==> config.mk <==
export PLATFORM = sky130hd
export DESIGN_NAME = accumulate_driver
export DESIGN_NICKNAME = d
export VERILOG_FILES = /design/src/rtl/accumulate_pkg.sv /design/src/rtl/accumulate_driver_fifo.sv /design/src/rtl/accumulate_driver.sv
export SDC_FILE = /design/constraint.sdc
export NUM_CORES = 1
export LEC_CHECK = 0
export ABC_AREA = 1
export CORE_AREA = 2 2 165 167
export DETAILED_ROUTE_END_ITERATION = 8
export DIE_AREA = 0 0 167 169
export PLACE_DENSITY = 0.84
export REMOVE_ABC_BUFFERS = 1
export SLEW_MARGIN = 20
export SYNTH_ARGS = -nofsm -noshare
export SYNTH_HDL_FRONTEND = slang
export SYNTH_HIERARCHICAL = 1
export SYNTH_SLANG_ARGS = --single-unit
==> constraint.sdc <==
create_clock -name clk -period 6.25 [get_ports clk]
set_input_delay 0.9375 -clock clk [delete_from_list [all_inputs] [get_ports clk]]
set_output_delay 0.9375 -clock clk [all_outputs]
set_load 0.01 [all_outputs]
==> src/rtl/accumulate_pkg.sv <==
// Shared types and sizing for the accumulate kernel driver.
package accumulate_pkg;
  localparam int N  = 1000;
  localparam int AW = 10;
  localparam int DW = 64;

  typedef enum logic [1:0] {LOAD, KICK, RUN, DRAIN} drv_state_t;

  typedef logic signed [DW-1:0] word_t;

  function automatic logic at_last(input logic [AW-1:0] ptr);
    return ptr == AW'(N - 1);
  endfunction
endpackage

==> src/rtl/accumulate_driver_fifo.sv <==
// Two-entry valid/ready FIFO carrying a drained word plus its last tag.
// The writer guarantees it never pushes into a full FIFO.
module drv_skid_fifo
  import accumulate_pkg::*;
(
  input  logic          clk,
  input  logic          rst,
  input  logic          push_i,
  input  logic [DW-1:0] push_data_i,
  input  logic          push_last_i,
  output logic          pop_valid_o,
  input  logic          pop_ready_i,
  output logic [DW-1:0] pop_data_o,
  output logic          pop_last_o,
  output logic [1:0]    count_o
);
  word_t      data_q [2];
  logic [1:0] last_q;
  logic       wr_q;
  logic       rd_q;
  logic [1:0] count_q;
  logic       pop;

  assign pop = (count_q != 2'd0) && pop_ready_i;

  always_ff @(posedge clk) begin
    if (rst) begin
      wr_q    <= 1'b0;
      rd_q    <= 1'b0;
      count_q <= 2'd0;
      last_q  <= 2'b00;
    end else begin
      if (push_i) begin
        last_q[wr_q] <= push_last_i;
        wr_q         <= ~wr_q;
      end
      if (pop) begin
        rd_q <= ~rd_q;
      end
      count_q <= count_q + {1'b0, push_i} - {1'b0, pop};
    end
  end

  // Payload needs no reset; the count gates its visibility.
  always_ff @(posedge clk) begin
    if (push_i) begin
      data_q[wr_q] <= push_data_i;
    end
  end

  assign pop_valid_o = (count_q != 2'd0);
  assign pop_data_o  = data_q[rd_q];
  assign pop_last_o  = last_q[rd_q];
  assign count_o     = count_q;
endmodule

==> src/rtl/accumulate_driver.sv <==
// Host-side driver for the accumulate kernel: loads the array, runs the kernel,
// then streams the updated array back out through a 2-entry skid FIFO.
module accumulate_driver
  import accumulate_pkg::*;
#(
  parameter int TIMEOUT = 65536
) (
  input  logic          clk,
  input  logic          rst,
  input  logic [AW-1:0] cfg_i,
  input  logic [DW-1:0] cfg_acc,
  input  logic          in_valid,
  output logic          in_ready,
  input  logic [DW-1:0] in_data,
  output logic          out_valid,
  input  logic          out_ready,
  output logic [DW-1:0] out_data,
  output logic          out_last,
  output logic          k_r_enable,
  output logic [AW-1:0] k_init_i,
  output logic [DW-1:0] k_init_acc,
  input  logic          k_w_enable,
  input  logic          k_result,
  output logic          k_controlArr,
  output logic          k_arr_wen,
  output logic [AW-1:0] k_arr_addr,
  output logic [DW-1:0] k_arr_wdata,
  input  logic [DW-1:0] k_arr_rdata,
  output logic          busy,
  output logic          result_valid,
  output logic          result,
  output logic          err_timeout
);
  localparam int CW = $clog2(TIMEOUT);

  drv_state_t    state_q, state_d;
  logic [AW-1:0] wr_ptr_q, wr_ptr_d;
  logic [AW-1:0] rd_ptr_q, rd_ptr_d;
  logic          rd_done_q, rd_done_d;
  logic          inflight_q, inflight_d;
  logic          infl_last_q, infl_last_d;
  logic [CW-1:0] cnt_q, cnt_d;
  logic [AW-1:0] init_i_q, init_i_d;
  word_t         init_acc_q, init_acc_d;
  logic          res_valid_q, res_valid_d;
  logic          res_q, res_d;
  logic          err_q, err_d;

  logic          fifo_valid;
  logic          fifo_last;
  logic [DW-1:0] fifo_data;
  logic [1:0]    fifo_count;
  logic          pop;
  logic          issue;
  logic [2:0]    occ;

  assign pop = fifo_valid && out_ready && (state_q == DRAIN);
  // Occupancy the FIFO will have once the outstanding read lands.
  assign occ = {1'b0, fifo_count} + {2'b00, inflight_q} - {2'b00, pop};

  always_comb begin
    state_d     = state_q;
    wr_ptr_d    = wr_ptr_q;
    rd_ptr_d    = rd_ptr_q;
    rd_done_d   = rd_done_q;
    inflight_d  = 1'b0;
    infl_last_d = 1'b0;
    cnt_d       = cnt_q;
    init_i_d    = init_i_q;
    init_acc_d  = init_acc_q;
    res_valid_d = res_valid_q;
    res_d       = res_q;
    err_d       = err_q;
    issue       = 1'b0;
    case (state_q)
      LOAD: begin
        if (in_valid) begin
          if (at_last(wr_ptr_q)) begin
            wr_ptr_d   = '0;
            init_i_d   = cfg_i;
            init_acc_d = cfg_acc;
            state_d    = KICK;
          end else begin
            wr_ptr_d = wr_ptr_q + 1'b1;
          end
        end
      end
      KICK: begin
        res_valid_d = 1'b0;
        cnt_d       = '0;
        rd_ptr_d    = '0;
        rd_done_d   = 1'b0;
        state_d     = RUN;
      end
      RUN: begin
        cnt_d = cnt_q + 1'b1;
        if (k_w_enable) begin
          res_d       = k_result;
          res_valid_d = 1'b1;
          state_d     = DRAIN;
        end else if (cnt_q == CW'(TIMEOUT - 1)) begin
          err_d   = 1'b1;
          state_d = DRAIN;
        end
      end
      DRAIN: begin
        issue       = !rd_done_q && (occ < 3'd2);
        inflight_d  = issue;
        infl_last_d = issue && at_last(rd_ptr_q);
        if (issue) begin
          if (at_last(rd_ptr_q)) begin
            rd_done_d = 1'b1;
          end else begin
            rd_ptr_d = rd_ptr_q + 1'b1;
          end
        end
        if (pop && fifo_last) begin
          wr_ptr_d = '0;
          state_d  = LOAD;
        end
      end
      default: state_d = LOAD;
    endcase
  end

  always_ff @(posedge clk) begin
    if (rst) begin
      state_q     <= LOAD;
      wr_ptr_q    <= '0;
      rd_ptr_q    <= '0;
      rd_done_q   <= 1'b0;
      inflight_q  <= 1'b0;
      infl_last_q <= 1'b0;
      cnt_q       <= '0;
      init_i_q    <= '0;
      init_acc_q  <= '0;
      res_valid_q <= 1'b0;
      res_q       <= 1'b0;
      err_q       <= 1'b0;
    end else begin
      state_q     <= state_d;
      wr_ptr_q    <= wr_ptr_d;
      rd_ptr_q    <= rd_ptr_d;
      rd_done_q   <= rd_done_d;
      inflight_q  <= inflight_d;
      infl_last_q <= infl_last_d;
      cnt_q       <= cnt_d;
      init_i_q    <= init_i_d;
      init_acc_q  <= init_acc_d;
      res_valid_q <= res_valid_d;
      res_q       <= res_d;
      err_q       <= err_d;
    end
  end

  drv_skid_fifo u_fifo (
    .clk         (clk),
    .rst         (rst),
    .push_i      (inflight_q),
    .push_data_i (k_arr_rdata),
    .push_last_i (infl_last_q),
    .pop_valid_o (fifo_valid),
    .pop_ready_i (pop),
    .pop_data_o  (fifo_data),
    .pop_last_o  (fifo_last),
    .count_o     (fifo_count)
  );

  // The kernel only touches the array in KICK/RUN; every other state fences it off.
  assign k_controlArr = (state_q == LOAD) || (state_q == DRAIN);
  assign k_r_enable   = (state_q == KICK);
  assign k_init_i     = init_i_q;
  assign k_init_acc   = init_acc_q;
  assign k_arr_wen    = (state_q == LOAD) && in_valid;
  assign k_arr_addr   = (state_q == DRAIN) ? rd_ptr_q : wr_ptr_q;
  assign k_arr_wdata  = in_data;

  assign in_ready     = (state_q == LOAD);
  assign out_valid    = fifo_valid && (state_q == DRAIN);
  assign out_data     = fifo_data;
  assign out_last     = fifo_last;
  assign busy         = (state_q != LOAD);
  assign result_valid = res_valid_q;
  assign result       = res_q;
  assign err_timeout  = err_q;
endmodule
==> metrics.txt, run 1 <==
worst-margin pin slew=892.1 ps; initial antenna violation count=0; GRT Residual Overflow=0; CP peak stage delay=720 ps; antenna viol nets, final=0; critical path peak fanout=33; fillers=between 2000 and 2500; hold-fix buffer count after cts=0; DR vias=~8000; antenna cell count=0; synthesized instance count=1021; post-CTS setup buffers=0; critical path class=register to output port; die height=between 150 and 200 um; share of layout cells above drive strength 1=9.898%; worst skew pair latency=520 ps; synth unique cells=39; CTS resizes=0; DP Area=between 10000 and 15000 um2; total power=0.003483 W; Area Overhead vs Synth=32.42%; nets=1472; violation count after the first detailed-route iteration=664; CTS Buf Count=26; synthesized area per cell=10.70 um2; cell area after layout=14470 um2; final hold viol count=0; H-tree depth=1; Hold Crit Class=register to register; leakage power=around 5.2 nW; EDFF count, synth=approximately 130; status=completed; ys flop type=edfxtp_1; vias per inst=4.954; number of cell rows=60; final setup fails=0; DRC viols=0; CP endpoint kind=output port; Layout Skew=10.73 ps; Cell Chain, Critical Path=buf_4 -> mux2_2 -> clkdlybuf4s50_1; largest net degree at the start of global routing=83; crit path DAT=around 2800 ps; I/O pins=430; setup TNS=0 ps; RSZ-0062 raised after global routing=false; top-area cell type share of the netlist area=35.18%; post-DP HPWL=21200 um; Mapped Area=between 10000 and 15000 um2; TritonCTS clock tree=done; part of the Yosys area used for sequential elements=~58%; Worst setup SP type=register; Fmax=0.2689 GHz; critical path required time=5310 ps; number of global-route vias before repair=7762; Slew HR=40.53%; Synth area leaders=edfxtp_1 (35%), dfxtp_1 (23%), mux2_4 (8.2%); Port Buffers=approximately 300; total iterations of the first detailed-routing run=6; Worst-path clk slew=60 ps; Clock Sinks=roughly 250; FF+latch count, synth=approximately 250; area leader, netlist=edfxtp_1; die width=167 um; GRT Total Usage=between 20 and 25%; clock root cell=clkbuf_16; asr flop ratio synth=0%; FF-to-FF path depth=14; Final Util=54.59%; Max Cap Violations=0; Die ar.=28220 um2; Max Slew Vio Count=0; Power Density=around 240 nW/um2; Fin Hold WS=441.2 ps; Tcrit/Tclk final=59.51%; peak supply drop=roughly 0.19 mV; Period minus WS final=3719 ps; first-pass GRT wire length=44860 um; RD Place Congestion=0.8753; Routed WL=29960 um; Synth warnings=6; Hold Path Depth=2; Initial Util=41.22%; CORE AREA=26500 um2; drt wl/cell=about 19 um; Slowest-stage cell, CP=dfxtp_4; Clock Tree Buf Depth=3
-- registers in the layout, indices dropped and copies added, names as in the netlist, 2 cells and up, named ones only --
register        cells
cnt_q              16
k_init_acc         64
k_init_i           10
rd_ptr_q           10
state_q             2
u_fifo/count_o      2
u_fifo/data_q     128
u_fifo/last_q       2
wr_ptr_q           10
-- cell type report --
type                       count  area (um2)  share of cell area (%)
sequential                   253        6350                   43.89
multi-input combinational    521        3196                   22.09
timing repair buffer         306        3050                   21.09
clock buffer                  38       779.5                   5.388
inverter                     146       548.0                   3.788
tap                          341       426.7                   2.949
clock inverter                 9       116.4                  0.8044
-- power by group --
group / switching [W] / total (W) / internal, W
logic: 0.0000479 / 0.000139 / 0.0000908
registers: 0.00000118 / 0.00174 / 0.00174
clock network: 0.000617 / 0.00160 / 0.000984
total: 0.000667 / 0.00348 / 0.00282
-- cell usage in the layout, fill, tap and decap left out, drive strengths merged --
master	netlist	final
nand3	19	19
bufinv	0	3
mux2	65	65
and3	2	2
o31ai	1	1
o22ai	1	1
buf	92	5
clkinv	0	4
nand3b	1	1
a21boi	1	1
fa	1	1
edfxtp	128	128
a31oi	1	1
ha	9	9
o211a	1	1
a21oi	108	108
clkinvlp	0	2
nand4	4	4
a211oi	1	1
dfxtp	125	125
inv	146	146
nor3	11	11
clkbuf	9	38
clkdlybuf4s50	0	301
o21ai	106	106
xor2	1	1
nand2	108	108
nor3b	2	2
nor2	78	78
-- layer usage --
| layer | part of all wire [%] | vias up | global-route usage, % |
|---|---|---|---|
| li1 | - | 3805 | - |
| met1 | 39 | 3647 | 23.49 |
| met2 | 42 | 472 | 30.85 |
| met3 | 15 | 65 | 12.88 |
| met4 | 2.3 | 6 | 5.247 |
| met5 | 0.67 | - | 7.478 |
-- Yosys cell counts, types with 2 or more instances --
master    count
a21oi_1     106
and3_1        2
buf_12        6
buf_2         4
buf_4        68
buf_6        14
clkbuf_1      9
dfxtp_1     125
edfxtp_1    128
ha_1          9
inv_1       144
inv_2         2
mux2_2        5
mux2_4       60
nand2_1     105
nand2_2       3
nand3_1      17
nand3_2       2
nand4_1       4
nor2_1       75
nor2_2        2
nor3_1        8
nor3_2        3
o21ai_0      57
o21ai_1      49
-- logic make-up after synthesis --
group,share of synthesized area [%]
xor gates and xnor gates,0.08019
and+or+nand+nor,8.773
muxes,8.762
adders and majority gates,1.214
buffers and inverters,12.72
AOI/OAI and AO/OA,10.35
DFF,58.09
-- per-stage QoR --
| stage | cells | worst slack, ps |
|---|---|---|
| after CTS | 1614 | 2495 |
| after detailed placement | 1567 | 2854 |
| after floorplan | 920 | 2347 |
| final | 1614 | 2531 |
| after global routing | 1614 | 2408 |
| after global placement | 1567 | 2907 |
-- path summary, 6_finish.rpt --
path                                                  start                          end  slack [ps]
worst max-delay path                               register                 out_data[60]        2530
worst min-delay path            k_init_acc[19]$_SDFFE_PP0P_  k_init_acc[19]$_SDFFE_PP0P_         440
worst max register to register      state_q[0]$_SDFFE_PP0P_     rd_ptr_q[7]$_SDFFE_PP0P_        3030
worst min register to register  k_init_acc[19]$_SDFFE_PP0P_  k_init_acc[19]$_SDFFE_PP0P_         440
-- critical path: cells and delay by family (launching register included) --
kind                   cells  cell delay (ps)
multiplexers               1              400
buffers and inverters      2             1080
flip-flops                 1              720
Note: power is estimated with default switching activity, not from simulation.
==> inputs of run 2 (changes only) <==
CORE_AREA = 2 2 166 168   (was 2 2 165 167)
DIE_AREA = 0 0 168 170   (was 0 0 167 169)
PLACE_DENSITY = 0.83   (was 0.84)
clock period = 3.6 ns   (was 6.25 ns; I/O delays follow)
==> run 2 against run 1 <==
Net effect:
- flip-flop and latch count is the same
- worst hold slack gained 1.3 ps
- sequential power grew 74%
- global-route usage shrank 0.27 points
- first-iteration DRC count shrank 8.9%
- combinational power grew 74%
- non-clock buffer count grew 6
- count of clock-buffer cells in the layout shrank 5
- clock skew grew 4.0 ps
- utilization is essentially flat
- critical path type is now register to register
- critical endpoint is now rd_ptr_q[9]$_SDFFE_PP0P_
==> metrics.txt, run 2 (synthesis results as in run 1) <==
Worst setup SP type=register; leakage power=5.252 nW; Clock Tree Buf Depth=3; cell family with most CP delay=simple AND/OR/NAND/NOR gates; GRT Residual Overflow=0; crit path DAT=3380 ps; commonest cells after routing, fill and taps aside=clkdlybuf4s50_1 (301), inv_1 (142), edfxtp_1 (128); Max Cap Violations=0; H-tree depth=1; Slew HR=between 50% and 60%; RSZ-0062 raised after global routing=false; antenna viol nets, final=0; DR vias=8060; die height=between 150 and 200 um; post-CTS setup buffers=0; total iterations of the first detailed-routing run=5; hold-fix buffer count after cts=0; critical path required time=4070 ps; RD Place Congestion=0.8692; Worst-path clk slew=60 ps; Routed WL=around 30000 um; most common cell after layout, fill and taps aside=clkdlybuf4s50_1; Cell Chain, Critical Path=ha_1 -> buf_4 -> inv_2 -> nor2_1 -> inv_1 -> nor2_1 -> o21ai_0 -> fa_1 -> nand3b_1 -> nor2_1 -> nand2_2 -> nand2_1 -> nand2_1 -> nand2_1 -> nand2_1 -> inv_1; largest net degree at the start of global routing=approximately 110; TritonCTS clock tree=done; Period minus WS final=2908 ps; CTS Buf Count=27; CP peak stage delay=approximately 500 ps; first-pass GRT wire length=about 44000 um; CP bufs+invs=4; critical path depth=16; Most flops, register=u_fifo/data_q; critical path class=register to register; Slowest-stage cell, CP=fa_1; CTS resizes=0; drt wl/cell=18.39 um; Layout Skew=roughly 15 ps; Power Density=419.0 nW/um2; worst-margin pin slew=644.7 ps; post-DP HPWL=about 22000 um; fillers=~2200; nets=roughly 1500; die width=168 um; vias per inst=4.972; final setup fails=0; Max Slew Vio Count=0; CORE AREA=26650 um2; Final WS setup=691.6 ps; FF-to-FF path depth=16; share of layout cells above drive strength 1=between 10% and 20%; setup TNS=0 ps; number of cell rows=60; cell area after layout=14550 um2; initial antenna violation count=0; status=completed; max FFs per register=128; final hold viol count=0; Area Overhead vs Synth=33.16%; violation count after the first detailed-route iteration=just over 600; number of global-route vias before repair=7897; Final Util=54.58%; critical path peak fanout=19; Hold Path Depth=2; clock root cell=clkbuf_16; Clock Sinks=253; DP Area=13640 um2; I/O pins=430; worst skew pair latency=530 ps; CP endpoint kind=register; Die ar.=28560 um2; peak supply drop=between 0.3 and 0.4 mV; pre-CTS setup slack=578.1 ps; DRC viols=0; Fmax=0.3438 GHz; antenna cell count=0; Initial Util=40.99%; Port Buffers=301; Tcrit/Tclk final=80.79%; Hold Crit Class=register to register; GRT Total Usage=20.07%; CP dominant cell by count=nand2_1
[run 2: changes by cell type in the layout (fill, tap and decap cells not counted), sizes merged]
cell | before | now
buf | 5 | 11
clkbuf | 38 | 33
clkinv | 4 | 8
bufinv | 3 | 5
clkinvlp | 2 | 1
inv | 146 | 147
[run 2: worst reg2reg max path, stage by stage (launching register included)]
cell,delay (ps)
dfxtp_1,390
ha_1,180
buf_4,210
inv_2,150
nor2_1,200
inv_1,70
nor2_1,170
o21ai_0,140
fa_1,490
nand3b_1,70
nor2_1,180
nand2_2,140
nand2_1,220
nand2_1,90
nand2_1,60
nand2_1,50
inv_1,50
[run 2: worst paths after layout]
kind                                               endpoint  slack [ps]                   startpoint
worst max-delay path               rd_ptr_q[9]$_SDFFE_PP0P_         690      state_q[0]$_SDFFE_PP0P_
worst min-delay path            k_init_acc[46]$_SDFFE_PP0P_         440  k_init_acc[46]$_SDFFE_PP0P_
worst max register to register     rd_ptr_q[9]$_SDFFE_PP0P_         690      state_q[0]$_SDFFE_PP0P_
worst min register to register  k_init_acc[46]$_SDFFE_PP0P_         440  k_init_acc[46]$_SDFFE_PP0P_
[run 2: per-stage QoR]
| stage | hold WS, ps | total power [W] | cells |
|---|---|---|---|
| 2_1_floorplan | 449.2 | 0.003136 | 920 |
| 5_1_grt | 463.8 | 0.006295 | 1621 |
| 6_report | 442.5 | 0.006096 | 1621 |
| 3_3_place_gp | 429.7 | 0.003321 | 1573 |
| 3_5_place_dp | 434.9 | 0.003327 | 1573 |
| 4_1_cts | 443.6 | 0.006167 | 1621 |
[run 2: where the power goes]
part | internal, W | leakage (nW) | total, W | switching (W)
Combinational | 0.000158 | 2.65 | 0.000242 | 0.0000837
Sequential | 0.00302 | 2.16 | 0.00302 | 0.00000204
Clock | 0.00174 | 0.444 | 0.00283 | 0.00109
[run 2: cell type report]
| type | count | area [um2] | share of cell area (%) |
|---|---|---|---|
| flip-flops and latches | 253 | 6350 | 43.65 |
| multi-input cells | 521 | 3196 | 21.97 |
| repair buffers | 312 | 3120 | 21.45 |
| clock buffers | 33 | 701.9 | 4.825 |
| inverters | 146 | 548.0 | 3.767 |
| well taps | 341 | 426.7 | 2.933 |
| clock inverters | 15 | 203.9 | 1.402 |
[run 2: routing by layer]
layer	track usage [%]	routed length [um]	vias to the layer above
met2	31.58	13080	452
met3	12.84	4655	56
met1	22.44	11320	3731
met5	4.348	143	-
met4	5.028	612	4
li1	-	-	3817
